[config.mk]
export PLATFORM = sky130hd
export DESIGN_NAME = spio_gen
export DESIGN_NICKNAME = d
export VERILOG_FILES = /design/src/rtl/spio_gen.sv
export SDC_FILE = /design/constraint.sdc
export NUM_CORES = 1
export LEC_CHECK = 0
export CORE_ASPECT_RATIO = 1.4
export CORE_MARGIN = 1
export CORE_UTILIZATION = 55
export DETAILED_ROUTE_END_ITERATION = 6
export GPL_ROUTABILITY_DRIVEN = 1
export PLACE_DENSITY = 0.82
export RECOVER_POWER = 50
export SYNTH_ARGS = -nofsm -noshare
export SYNTH_HDL_FRONTEND = slang
export SYNTH_SLANG_ARGS = --single-unit
[constraint.sdc]
create_clock -name i_clk -period 4.65 [get_ports i_clk]
set_input_delay 1.395 -clock i_clk [delete_from_list [all_inputs] [get_ports i_clk]]
set_output_delay 1.395 -clock i_clk [all_outputs]
set_load 0.005 [all_outputs]
[src/rtl/spio_gen.sv]
// -----------------------------------------------------------------------------
// spio_gen - special-purpose I/O peripheral on a Wishbone slave port.
//
// The peripheral drives the LEDs and the keypad columns through masked writes.
// It synchronises and debounces the keypad rows (active low) and the
// push-buttons (active high). A debounced button press or key press is latched
// into a write-one-to-clear pending bit. Enabled pending bits drive level
// interrupts.
//
// Register map (i_wb_addr):
//   0 IO  write: [7:0]   LED values,    [15:8]  LED write mask
//                [23:16] column values, [31:24] column write mask
//         read:  [7:0] LEDs, [15:8] debounced buttons,
//                [23:16] debounced rows, [31:24] columns
//   1 INT write: [7:0] btn_pend W1C, [15:8] row_pend W1C,
//                [23:16] btn_en load, [31:24] row_en load
//         read:  [7:0] btn_pend, [15:8] row_pend,
//                [23:16] btn_en, [31:24] row_en
//
// Ports:
//   i_clk, i_reset_n          clock, asynchronous active-low reset
//   i_wb_cyc/stb/we/addr/data Wishbone request; there is no stall
//   o_wb_ack, o_wb_data       single-cycle ack one cycle after the request,
//                             with registered read data
//   o_kp_col, i_kp_row        keypad column drive and row sense
//   i_btn                     push-buttons (asynchronous)
//   o_led                     LED drive
//   o_kp_int, o_btn_int       registered level interrupts
// -----------------------------------------------------------------------------
module spio_gen #(
    parameter int NLEDS = 4,
    parameter int NBTNS = 2,
    parameter int NCOLS = 4,
    parameter int NROWS = 4,
    parameter int DBNC  = 1000
) (
    input  logic             i_clk,
    input  logic             i_reset_n,
    input  logic             i_wb_cyc,
    input  logic             i_wb_stb,
    input  logic             i_wb_we,
    input  logic             i_wb_addr,
    input  logic [31:0]      i_wb_data,
    output logic             o_wb_ack,
    output logic [31:0]      o_wb_data,
    output logic [NCOLS-1:0] o_kp_col,
    input  logic [NROWS-1:0] i_kp_row,
    input  logic [NBTNS-1:0] i_btn,
    output logic [NLEDS-1:0] o_led,
    output logic             o_kp_int,
    output logic             o_btn_int
);

    // Buttons and rows share one input path. Buttons occupy the low bits and
    // rows the high bits. Each line resets to its idle level.
    localparam int NIN = NBTNS + NROWS;
    localparam logic [NIN-1:0] IN_IDLE = {{NROWS{1'b1}}, {NBTNS{1'b0}}};
    localparam int CW = (DBNC > 1) ? $clog2(DBNC) : 1;
    localparam logic [CW-1:0] CNT_LAST = CW'(DBNC - 1);

    logic [NIN-1:0] raw;
    logic [NIN-1:0] meta_reg;
    logic [NIN-1:0] sync_reg;
    logic [NIN-1:0] deb_reg;
    logic [NIN-1:0] deb_next;

    assign raw = {i_kp_row, i_btn};

    // Per-line 2-flop synchroniser followed by a hold-time debouncer.
    for (genvar gi = 0; gi < NIN; gi++) begin : g_in
        logic [CW-1:0] cnt_reg;
        logic          take;

        // The debounced value accepts the new level after the mismatch has
        // been seen for DBNC consecutive cycles.
        assign take         = (sync_reg[gi] != deb_reg[gi]) && (cnt_reg == CNT_LAST);
        assign deb_next[gi] = take ? sync_reg[gi] : deb_reg[gi];

        always_ff @(posedge i_clk or negedge i_reset_n) begin
            if (!i_reset_n) begin
                meta_reg[gi] <= IN_IDLE[gi];
                sync_reg[gi] <= IN_IDLE[gi];
                deb_reg[gi]  <= IN_IDLE[gi];
                cnt_reg      <= '0;
            end else begin
                meta_reg[gi] <= raw[gi];
                sync_reg[gi] <= meta_reg[gi];
                deb_reg[gi]  <= deb_next[gi];
                if ((sync_reg[gi] == deb_reg[gi]) || take) begin
                    cnt_reg <= '0;
                end else begin
                    cnt_reg <= cnt_reg + CW'(1);
                end
            end
        end
    end

    // The edges are taken from deb_next, so a pending bit is set on the same
    // clock edge on which the debounced value changes.
    logic [NBTNS-1:0] btn_rise;
    logic [NROWS-1:0] row_fall;
    assign btn_rise = deb_next[NBTNS-1:0] & ~deb_reg[NBTNS-1:0];
    assign row_fall = ~deb_next[NIN-1:NBTNS] & deb_reg[NIN-1:NBTNS];

    logic [NLEDS-1:0] led_reg;
    logic [NCOLS-1:0] col_reg;
    logic [NBTNS-1:0] btn_pend_reg;
    logic [NROWS-1:0] row_pend_reg;
    logic [NBTNS-1:0] btn_en_reg;
    logic [NROWS-1:0] row_en_reg;
    logic             ack_reg;
    logic [31:0]      rdata_reg;
    logic             kp_int_reg;
    logic             btn_int_reg;

    logic        req;
    logic        wr_io;
    logic        wr_int;
    logic [31:0] io_word;
    logic [31:0] int_word;

    assign req    = i_wb_cyc & i_wb_stb;
    assign wr_io  = req & i_wb_we & ~i_wb_addr;
    assign wr_int = req & i_wb_we &  i_wb_addr;

    assign io_word  = {8'(col_reg), 8'(deb_reg[NIN-1:NBTNS]),
                       8'(deb_reg[NBTNS-1:0]), 8'(led_reg)};
    assign int_word = {8'(row_en_reg), 8'(btn_en_reg),
                       8'(row_pend_reg), 8'(btn_pend_reg)};

    logic [NLEDS-1:0] led_mask;
    logic [NCOLS-1:0] col_mask;
    logic [NBTNS-1:0] btn_clr;
    logic [NROWS-1:0] row_clr;

    assign led_mask = i_wb_data[8 +: NLEDS];
    assign col_mask = i_wb_data[24 +: NCOLS];
    assign btn_clr  = wr_int ? i_wb_data[0 +: NBTNS] : '0;
    assign row_clr  = wr_int ? i_wb_data[8 +: NROWS] : '0;

    always_ff @(posedge i_clk or negedge i_reset_n) begin
        if (!i_reset_n) begin
            led_reg      <= '0;
            col_reg      <= '0;
            btn_pend_reg <= '0;
            row_pend_reg <= '0;
            btn_en_reg   <= '0;
            row_en_reg   <= '0;
            ack_reg      <= 1'b0;
            rdata_reg    <= '0;
            kp_int_reg   <= 1'b0;
            btn_int_reg  <= 1'b0;
        end else begin
            ack_reg <= req;
            if (req && !i_wb_we) begin
                rdata_reg <= i_wb_addr ? int_word : io_word;
            end
            if (wr_io) begin
                led_reg <= (led_reg & ~led_mask) | (i_wb_data[0 +: NLEDS] & led_mask);
                col_reg <= (col_reg & ~col_mask) | (i_wb_data[16 +: NCOLS] & col_mask);
            end
            if (wr_int) begin
                btn_en_reg <= i_wb_data[16 +: NBTNS];
                row_en_reg <= i_wb_data[24 +: NROWS];
            end
            // The edge is OR-ed in after the clear, so a new event beats a
            // W1C in the same cycle.
            btn_pend_reg <= (btn_pend_reg & ~btn_clr) | btn_rise;
            row_pend_reg <= (row_pend_reg & ~row_clr) | row_fall;
            btn_int_reg  <= |(btn_pend_reg & btn_en_reg);
            kp_int_reg   <= |(row_pend_reg & row_en_reg);
        end
    end

    // Write-data bits beyond the configured widths are intentionally ignored.
    logic unused_wdata;
    assign unused_wdata = &{1'b0, i_wb_data};

    assign o_wb_ack  = ack_reg;
    assign o_wb_data = rdata_reg;
    assign o_led     = led_reg;
    assign o_kp_col  = col_reg;
    assign o_btn_int = btn_int_reg;
    assign o_kp_int  = kp_int_reg;

endmodule

---- Yosys cells after proc, flatten, opt, wreduce, memory -nomap -nowiden ----
Index checks and enable logic that the tools add are counted.
cells by class
  $add $sub $neg .......................... 6
  bitwise logic cells ..................... 25
  reduce and logical (&&, ||, !) cells .... 16
  muxes and demuxes ....................... 15
  equality and inequality tests ........... 18
operators with widths
  operator                                        number
  adder 10 x 1 -> 10 bit (second input constant)  6
  equality test 10 bit (second input constant)    6
  two-way mux 10 bit                              6
  bitwise AND 4 bit                               7
  two-way mux 28 bit                              1
  inverter 4 bit                                  4
  bitwise OR 4 bit                                3
  logical AND 1 bit                               7
  bitwise AND 2 bit                               3
  equality test 1 bit                             6
  logical OR 1 bit                                6
  two-way mux 1 bit                               6
  inequality test 1 bit                           6
  bitwise AND 1 bit                               4
  two-way mux 4 bit                               1
  inverter 2 bit                                  2
  OR reduction 4 bit                              1
  two-way mux 2 bit                               1
  bitwise OR 2 bit                                1
  OR reduction 2 bit                              1
  zero test 1 bit                                 1
  inverter 1 bit                                  1
storage, ports and cells
  output and inout port bits .............. 43
  register bits ........................... 133
  input port bits ......................... 44
  logic and storage cells ................. 114

---- Logic depth before layout (Yosys ltp) ----
  depth after elaboration ................. 7
  depth in mapped cells ................... 6

---- Worst setup path after synthesis ----
OpenSTA, ideal clock, no wires.
  path type ............................... input to register
  start point ............................. in i_wb_addr
  end point ............................... reg row_pend_reg[0]
  setup time .............................. 0.128 ns
  buffers on the path ..................... 2
  slack ................................... 2.285 ns
  stages on the path ...................... 6
  arrival ................................. 2.237 ns
  required time ........................... 4.522 ns
  cells stage by stage .................... buf_2 and4_1 clkbuf_1 nand2_1 nand2_1 o21ai_0
on the way
  longest elaborated chain between the ends .. 5
RTL lines
  item                  RTL line  text
  start, declared       42        input logic i_wb_addr,
  bitwise AND 1 bit     124       assign wr_int = req & i_wb_we & i_wb_addr;
  two-way mux 4 bit     139       assign row_clr = wr_int ? i_wb_data[8 +: NROWS] : '0;
  inverter 4 bit        169       row_pend_reg <= (row_pend_reg & ~row_clr) | row_fall;
  bitwise AND 4 bit     169
  bitwise OR 4 bit      169
  end signal, assigned  169
  end, declared         108       logic [NROWS-1:0] row_pend_reg;
No other way between the ends.
A chain may end at the register's enable or synchronous reset.

==> summary.md <==
| Metric | Value |
|---|---|
| RSZ-0062 raised after global routing | `no` |
| Gate Count Post-Synth | `520` |
| Worst Hold Class | `reg2reg` |
| Sequential standard cell area | `between 2000 and 3000 µm²` |
| CTS max path bufs | `2` |
| Hold depth | `0` |
| Part of the cycle the worst path needs | `about three fifths` |
| Fraction of layout cells with a size suffix above 1 | `about 9%` |
| Least-Margin Pin Slew | `~1.1 ns` |
| Count leader, synth | `dfrtp_1` |
| Max-slew headroom | `28.0%` |
| WS Path Type | `in2reg` |
| Prevailing post-synth register cell | `dfrtp_1` |
| Root Buffer | `clkbuf_16` |
| Syn-to-layout area delta | `21.8%` |
| Overall Power | `about 2.7 mW` |
| Largest net degree at the start of global routing | `just over 60` |
| Top-area cell type share of the netlist area | `49.4%` |
| Vias per Instance | `between 5 and 6` |
| Total Routing Usage GR | `24.6%` |
| Slew Limit Fails | `0` |
| Die ar. | `10100 µm²` |
| Async S/R FF share, synth | `between 90% and 100%` |
| Lkg Pwr | `~2.8 nW` |
| Global route total overflow | `0` |
| Die width | `between 80 and 90 µm` |
| Worst hold path endpoint | `sync_reg[5]` |
| Hold Vio Cnt, Final | `0` |
| Status | `finished, final reports clean` |
| Post-route DRC violation count | `0` |
| WP data required | `4.94 ns` |
| Initial antenna violation count | `0` |
| # fillers | `between 600 and 700` |
| Post-CTS Setup Inserts | `0` |
| Commonest cells post-synth | `105 x dfrtp_1, 85 x nand2_1, 45 x nor2_1` |
| Type of origin of the critical path | `input port` |
| Minimum clock period | `2.82 ns` |
| Nets | `between 600 and 700` |
| Reg2Reg Depth | `4` |
| Pre-CTS setup slack | `1.38 ns` |
| # Max-Cap Violations | `0` |
| DRT iter0 DRCs | `approximately 210` |
| Ports | `87` |
| Placer Congestion | `0.834` |
| Crit path DAT | `around 3.1 ns` |
| Number of flip-flops in the largest register | `60` |
| Post-synth top area cell | `dfrtp_1` |
| Inst Count DP | `roughly 680` |
| Core area | `9410 µm²` |
| Row count | `between 40 and 50` |
| Vert. Die Dim | `118 µm` |
| Synth warn | `0` |
| H-tree level count | `4` |
| VDD IR-drop max | `0.000262 V` |
| Mapped Area | `5320 µm²` |
| First-pass GRT wire length | `19000 µm` |
| Reg2Reg Launch Point | `g_in[4].cnt_reg[0]` |
| Clk sinks | `117` |
| DR pass1 iterations | `5` |
| Placed Area | `between 5000 and 6000 µm²` |
| Post-synth EDFFs | `0` |
| WL final | `~11000 µm` |
| Area contributors post-synth | `dfrtp_1 49%, nand2_1 6.0%, dfstp_2 5.9%` |
| Post-DP HPWL | `between 7000 and 8000 µm` |
| FF-to-FF End | `deb_reg[4]` |
| CTS tree | `yes` |
| Initial Utilization | `between 50 and 60%` |
| CTS buffer count | `17` |
| Endpoints failing setup | `0` |
| CTS Hold Buffers Added | `0` |
| PnR worst setup slack | `around 1.8 ns` |
| Register area share after synthesis | `about 55%` |
| Hold path startpoint | `meta_reg[5]` |
| Clock skew | `about 0.0078 ns` |
| Number of global-route vias before repair | `a little over 4000` |
| Max FO, Critical Path | `19` |
| Clock latency on the worst-skew pair | `between 0.4 and 0.5 ns` |
| Layout Cells excl Fill | `slightly above 700` |
| DR WL/cell | `around 16 µm` |
| Area occupied by multi-input gates | `between 2000 and 2500 µm²` |
| Sum of negative setup slack | `0 ns` |
| Post-route ant nets | `0` |
| ANT cells | `0` |
| Count of different cell masters after synthesis | `35` |
| Reg2reg setup slack | `2.89 ns` |
| Post-synthesis area per instance | `10.2 µm²` |
| CP Capture Type | `register` |
| Post-CTS sizing | `0` |
| Pwr per Cell Area | `approximately 400 nW/µm²` |
| PortBufs | `54` |
| Vias | `between 4000 and 5000` |
| Highest Clock Rate | `around 0.35 GHz` |
| Clock transition at the registers of the reported paths | `roughly 0.05 ns` |
| Post-route cell area | `approximately 6500 µm²` |
| Final Core Density | `between 60% and 70%` |
| Hold Slack | `approximately 0.35 ns` |
| Yosys reg bits | `117` |
## placed cells by master, fill, tap and decap left out, drive strengths merged, types with 14 or more instances in the layout
cell type,n
clkdlybuf4s50,47
nor2,45
clkbuf,28
a21oi,15
nand3,44
dfrtp,105
o21ai,26
mux2,14
xnor2,23
nand2,85
conb,16
xor2,16
## routing by layer
layer / part of all wire [%] / track usage [%]
met2: 54 / 42.9
met3: 3.6 / 4.75
met4: 2.9 / 13.7
met5: 0 / 0
met1: 40 / 27.8
## power by group
part,switching (mW),total [mW],internal (mW)
Sequential,0.0653,1.17,1.10
Clock,0.421,1.22,0.803
Combinational,0.113,0.262,0.149
## worst max-delay path, stage by stage
cell,delay (ns)
clkdlybuf4s50_1,0.40
buf_4,0.22
nor2_1,0.64
nand2_1,0.16
mux2_2,0.30
## worst max-delay path by stage
stage	slack, ns	to	startpoint
5_1_grt	1.66	o_wb_data[0]	i_wb_cyc
6_report	1.83	register	i_wb_addr
3_5_place_dp	1.38	register	i_wb_addr
2_1_floorplan	2.29	row_pend_reg[0]	i_wb_addr
3_3_place_gp	1.46	register	i_wb_addr
4_1_cts	1.82	register	i_wb_addr
## kinds of logic (layout without fill, tap and decap cells)
logic type | count (synthesis) | after routing | synth area share (%)
AO/OA/AOI/OAI | 57 | 57 | 5.95
AND/OR/NAND/NOR | 240 | 240 | 22.0
XOR/XNOR | 39 | 39 | 6.42
buffers and inverters | 36 | 100 | 3.74
multiplexers | 24 | 24 | 5.06
adder cells (fa/ha/maj) | 6 | 6 | 1.41
flip-flops | 117 | 117 | 55.3
other | 1 | 16 | 0.0705
## layout make-up
cell class | count | share of cell area (%)
sequential | 117 | 45.4
inverter | 12 | 0.695
timing repair buffer | 56 | 8.73
clock buffer | 28 | 7.97
tap | 110 | 2.12
clock inverter | 4 | 0.734
multi-input combinational | 382 | 34.3
Power figures use the tool's default switching activity.
